`config.mk`:
```
export PLATFORM = sky130hd
export DESIGN_NAME = apple1_kbd_port
export DESIGN_NICKNAME = d
export VERILOG_FILES = /design/src/rtl/apple1_kbd_pkg.sv /design/src/rtl/apple1_kbd_fifo.sv /design/src/rtl/apple1_kbd_port.sv
export SDC_FILE = /design/constraint.sdc
export NUM_CORES = 1
export LEC_CHECK = 0
export ABC_AREA = 0
export BUFFER_PORTS_ARGS = -buffer_cell sky130_fd_sc_hd__buf_2
export CORE_MARGIN = 5
export CORE_UTILIZATION = 50
export DETAILED_ROUTE_END_ITERATION = 8
export PLACE_DENSITY = 0.68
export SLEW_MARGIN = 10
export SYNTH_ARGS = -nofsm -noshare
export SYNTH_HDL_FRONTEND = slang
export SYNTH_HIERARCHICAL = 1
export SYNTH_SLANG_ARGS = --single-unit
```
`constraint.sdc`:
```
create_clock -name clk14 -period 4.18 [get_ports clk14]
set_clock_uncertainty 0.2 [all_clocks]
set_input_delay 0.209 -clock clk14 [delete_from_list [all_inputs] [get_ports clk14]]
set_output_delay 0.209 -clock clk14 [all_outputs]
set_load 0.01 [all_outputs]
```
`src/rtl/apple1_kbd_pkg.sv`:
```
// Shared constants and helpers for the Apple-1 keyboard register port.
package apple1_kbd_pkg;

    localparam logic [15:0] KBD_ADDR   = 16'hD010;
    localparam logic [15:0] KBDCR_ADDR = 16'hD011;

    // Register select as seen on the single address line of the port
    localparam logic ADDR_KBD   = 1'b0;
    localparam logic ADDR_KBDCR = 1'b1;

    localparam logic [6:0] ASCII_CR = 7'h0D;

    // Fold lowercase ASCII to uppercase; the Apple-1 monitor only understands uppercase.
    function automatic logic [6:0] upcase7(input logic [6:0] c);
        if (c >= 7'h61 && c <= 7'h7A) begin
            return c - 7'h20;
        end
        return c;
    endfunction

endpackage

```
`src/rtl/apple1_kbd_fifo.sv`:
```
// DEPTH x WIDTH synchronous FIFO for decoded keys. A pop on a full FIFO frees
// a slot in the same cycle, so a simultaneous push is accepted. Flush wins
// over any same-cycle push or pop.
module apple1_kbd_fifo #(
    parameter int DEPTH = 8,
    parameter int WIDTH = 7
) (
    input  logic                       clk14,
    input  logic                       rst_n,
    input  logic                       push,
    input  logic                       pop,
    input  logic                       flush,
    input  logic [WIDTH-1:0]           wr_data,
    output logic [WIDTH-1:0]           rd_data,
    output logic                       full,
    output logic                       empty,
    output logic [$clog2(DEPTH):0]     count
);

    localparam int AW = $clog2(DEPTH);
    localparam int CW = AW + 1;

    if (DEPTH < 2 || (DEPTH & (DEPTH - 1)) != 0) begin : g_bad_depth
        $error("apple1_kbd_fifo: DEPTH must be a power of two and at least 2");
    end

    logic [WIDTH-1:0] mem [DEPTH];
    logic [AW-1:0]    rd_ptr;
    logic [AW-1:0]    wr_ptr;
    logic [CW-1:0]    count_q;
    logic             push_ok;
    logic             pop_ok;

    assign empty   = (count_q == '0);
    assign full    = (count_q == CW'(DEPTH));
    assign count   = count_q;
    assign rd_data = mem[rd_ptr];

    // Pop is ignored on empty; push on full only goes through when a pop frees a slot.
    assign pop_ok  = pop & ~empty;
    assign push_ok = push & (~full | pop_ok);

    // Pointer and occupancy bookkeeping; pointers wrap naturally at DEPTH.
    always_ff @(posedge clk14 or negedge rst_n) begin
        if (!rst_n) begin
            rd_ptr  <= '0;
            wr_ptr  <= '0;
            count_q <= '0;
        end else if (flush) begin
            rd_ptr  <= '0;
            wr_ptr  <= '0;
            count_q <= '0;
        end else begin
            if (push_ok) begin
                wr_ptr <= wr_ptr + 1'b1;
            end
            if (pop_ok) begin
                rd_ptr <= rd_ptr + 1'b1;
            end
            if (push_ok && !pop_ok) begin
                count_q <= count_q + 1'b1;
            end else if (pop_ok && !push_ok) begin
                count_q <= count_q - 1'b1;
            end
        end
    end

    // Storage array; contents beyond the valid window are don't-care, so no reset.
    always_ff @(posedge clk14) begin
        if (push_ok && !flush) begin
            mem[wr_ptr] <= wr_data;
        end
    end

endmodule

```
`src/rtl/apple1_kbd_port.sv`:
```
// Apple-1 PIA-style keyboard port: buffers decoded ASCII keys and presents
// them as the KBD / KBDCR read registers. A KBD read on an enabled CPU cycle
// consumes one key; an empty KBD read returns the last consumed key with bit 7 clear.
module apple1_kbd_port
    import apple1_kbd_pkg::*;
#(
    parameter int DEPTH  = 8,
    parameter int UPCASE = 1
) (
    input  logic       clk14,
    input  logic       rst_n,
    input  logic       key_strobe,
    input  logic [6:0] key_data,
    input  logic       flush,
    input  logic       cpu_clken,
    input  logic       cs,
    input  logic       address,
    input  logic       we,
    output logic [7:0] dout,
    output logic       key_avail,
    output logic       overflow
);

    logic [6:0]             push_char;
    logic [6:0]             head;
    logic                   fifo_full;
    logic                   fifo_empty;
    logic [$clog2(DEPTH):0] fifo_count;
    logic                   pop_req;
    logic                   pop_ok;
    logic                   drop;
    logic [6:0]             last_char;

    assign push_char = (UPCASE != 0) ? upcase7(key_data) : key_data;
    assign pop_req   = cs & cpu_clken & ~we & (address == ADDR_KBD);
    assign pop_ok    = pop_req & ~fifo_empty;
    // A key is lost only when the FIFO is full and no pop frees a slot this cycle.
    assign drop      = key_strobe & fifo_full & ~pop_ok;
    assign key_avail = (fifo_count != '0);

    apple1_kbd_fifo #(
        .DEPTH (DEPTH),
        .WIDTH (7)
    ) u_fifo (
        .clk14   (clk14),
        .rst_n   (rst_n),
        .push    (key_strobe),
        .pop     (pop_req),
        .flush   (flush),
        .wr_data (push_char),
        .rd_data (head),
        .full    (fifo_full),
        .empty   (fifo_empty),
        .count   (fifo_count)
    );

    // Remember the most recently consumed key; flush discards a same-cycle pop.
    always_ff @(posedge clk14 or negedge rst_n) begin
        if (!rst_n) begin
            last_char <= 7'h00;
        end else if (pop_ok && !flush) begin
            last_char <= head;
        end
    end

    // Sticky overflow flag, cleared only by flush or reset.
    always_ff @(posedge clk14 or negedge rst_n) begin
        if (!rst_n) begin
            overflow <= 1'b0;
        end else if (flush) begin
            overflow <= 1'b0;
        end else if (drop) begin
            overflow <= 1'b1;
        end
    end

    // Read mux for KBD / KBDCR.
    always_comb begin
        dout = 8'h00;
        if (address == ADDR_KBDCR) begin
            dout = {key_avail, 7'b0};
        end else if (key_avail) begin
            dout = {1'b1, head};
        end else begin
            dout = {1'b0, last_char};
        end
    end

endmodule

```
==> impl_metrics.py <==
metrics = {
    "timing": {
        "max_freq_mhz": 339,
        "grt_setup_unrepaired": "false",
        "period_share_pct": 70.6,
        "hold_viol": 0,
        "holdWs_ns": 0.0467,
        "setup_violations": 0,
        "worst_pin_slew_ns": 1.20,
        "period_needed_ns": 2.95,
        "slew_violations": 0,
        "timing.slew.headroom_pct": 19.3,
        "setup_tns_ns": 0,
    },
    "logic_synthesis": {
        "ys_seq_area_share_pct": 61.3,
        "ys_top_cells_by_area": "edfxtp_1, dfrtp_1, mux4_1",
        "synth_largest_area_cell": "edfxtp_1",
        "synth_area_sq_um": 3480,
        "yosys.cell_types.count": 46,
        "synthTopCellsByCount": "edfxtp_1, nor2_1, dfrtp_1",
        "netlist_instances": 217,
        "ys_ff_latch": 74,
        "synthArstFlopShare_pct": 24.3,
        "synth_fp_nets": 238,
        "synth-edff-count": 56,
        "synth.most_common_cell": "edfxtp_1",
        "synth_largest_type_area_fraction_pct": 48.4,
        "synthFlopType": "edfxtp_1",
        "postSynthAreaPerCell_sq_um": 16.0,
        "ys_warn_count": 6,
    },
    "floorplan": {
        "initial_core_util_pct": 51.2,
        "boundaryPins": 25,
        "num_rows": 30,
        "die_h_um": 93.4,
        "die_x_um": 93.4,
        "dieArea_sq_um": 8720,
        "core_sq_um": 6790,
    },
    "power_and_ir_drop": {
        "netSwitchingPower_mw": 0.590,
        "ir_drop_mv": 0.199,
        "internal_power_mw": 1.29,
        "pwr-share-comb_pct": 23.8,
        "p_per_area_nw_per_um2": 484,
        "clockPowerShare_pct": 27.2,
        "p_leak_nw": 1.45,
        "sequentialPowerShare_pct": 49.1,
        "sw_frac_of_total_pct": 31.3,
    },
    "clock_network": {
        "clk_path_buf_depth": 2,
        "path_clk_slew_ns": 0.08,
        "cts_setup_buffers": 0,
        "cts.sinks": 74,
        "tritoncts.num_buffers": 9,
        "cts_tree": "yes",
        "htreeDepth": 3,
        "clock_latency_ns": 0.34,
        "root_buffer": "clkbuf_8",
    },
    "worst_hold_path": {
        "hold_path_class": "in -> reg",
        "min_from": "flush",
    },
    "global_routing": {
        "groute.layer.met1.usage_pct": 21.6,
        "grt_pass1_vias": 1915,
        "top_usage_layer": "met2",
        "grt_pass1_wl_um": 9970,
        "grt_antenna_before_repair": 0,
        "grtUsageTotal_pct": 15.5,
        "grtUsageMet3_pct": 4.10,
        "met2_usage_pct": 23.0,
        "gr-total-overflow": 0,
        "grt_start_max_net_pins": 19,
    },
    "run": {
        "cap_violations": 0,
    },
    "final_layout": {
        "nFillCells": 531,
        "seq_area_sq_um": 2130,
        "layout-drive-gt1-share_pct": 24.8,
        "nets": 270,
        "diodes": 0,
        "area_growth_pct": 12.0,
        "multi_input_area_sq_um": 1230,
        "fin_util_pct": 57.3,
    },
    "detailed_routing": {
        "wl_per_cell_um": 17.3,
        "via_count": 1911,
        "wirelength_um": 6060,
        "drt_iter0_markers": 96,
        "firstDrtPassIters": 4,
        "antenna_left": 0,
        "drc": 0,
        "via_per_inst": 5.46,
    },
    "worst_setup_path": {
        "r2r_start": "u_fifo/count[1]",
        "crit_start": "u_fifo/rd_ptr[0]",
        "crit_path_max_fanout": 16,
        "crit_arrival_ns": 2.54,
        "cp-end-kind": "output port",
        "start_kind": "flip-flop",
        "critPathKind": "reg -> out",
        "crit_required_ns": 3.77,
    },
    "run_status": {
        "status": "complete, no violations",
    },
    "placement": {
        "port_buffers": 24,
        "hpwl_um": 4030,
        "gp_congestion": 0.767,
    },
}
[stage by stage]
step           total power [mW]  setup slack (ns)  cells  instance area [sq um]
2_1_floorplan              1.29              1.58    217                   3480
3_3_place_gp               1.38              1.45    328                   3650
3_5_place_dp               1.39              1.37    328                   3650
4_1_cts                    1.91              1.18    350                   3890
5_1_grt                    2.01              1.06    350                   3890
6_report                   1.88              1.23    350                   3890
[flip-flops by register name (all words and copies together), names as in the netlist]
signal / cells
last_char: 7
overflow: 1
u_fifo/count: 4
u_fifo/mem: 56
u_fifo/rd_ptr: 3
u_fifo/wr_ptr: 3
[timing repair]
action,CTS,global route
hold endpoints to repair,58,0
endpoints found under the setup margin,0,0
hold buffers,6,0
resized for setup,0,0
[cells by family after synthesis]
family          after synthesis  share of synthesized area [%]
flops                        74                           61.3
simple gates                 56                           8.78
mux                          38                           18.0
compound gates               18                           4.61
buf+inv                      18                           3.17
xor+xnor                      7                           1.76
fa+ha+maj                     6                           2.37
[layer usage]
layer  part of all wire [%]  wire length (um)
met5                      0                 0
met2                     45              2750
met1                     49              2960
met3                    3.9               237
met4                    1.7               103
[critical path, cell delays in order (launching register included)]
cell	delay (ns)
dfrtp_1	0.88
mux4_1	0.69
mux2_2	0.31
mux2i_1	0.13
nor2_1	0.05
buf_2	0.13
[path summary, 6_finish.rpt]
| check | end | slack, ns | depth (start not counted) |
|---|---|---|---|
| setup reg to reg | u_fifo/count[3] | 1.52 | 8 |
| hold / removal | u_fifo/rd_ptr[1] | 0.05 | 2 |
| setup / recovery | dout[4] | 1.23 | 5 |
| min in group asynchronous | last_char[0] | 0.12 | 2 |
| max in group asynchronous | last_char[5] | 3.35 | 2 |
| hold reg to reg | last_char[2] | 0.31 | 1 |
[power by group through the flow]
| stage | clock network [mW] | logic (mW) | registers [mW] |
|---|---|---|---|
| 6_report | 0.512 | 0.448 | 0.925 |
| 2_1_floorplan | 0 | 0.373 | 0.918 |
| 4_1_cts | 0.530 | 0.456 | 0.925 |
| 3_3_place_gp | 0 | 0.440 | 0.940 |
| 5_1_grt | 0.567 | 0.506 | 0.935 |
| 3_5_place_dp | 0 | 0.449 | 0.942 |
[placed cells by master, fill, tap and decap left out, types with 3 or more instances in the layout]
cell and count:
nor3_1 4, xnor2_1 3, buf_2 24, dfrtp_1 18, ha_1 5, mux2_2 14, mux4_1 14, nand3_1 4
xor2_1 4, mux2i_1 10, nand4_1 3, inv_1 7, nand2_1 5, o211ai_1 3, nor2_1 25, clkbuf_8 9
dlygate4sd3_1 6, or3_1 3, edfxtp_1 56
[cell type report]
type	instances	share of cell area, %
Tap cell	96	3.08
Sequential cell	74	54.8
Inverter	7	0.675
Clock inverter	7	1.57
Timing Repair Buffer	32	5.01
Clock buffer	9	3.18
Multi-Input combinational cell	125	31.7
(Power assumes the default switching activity.)
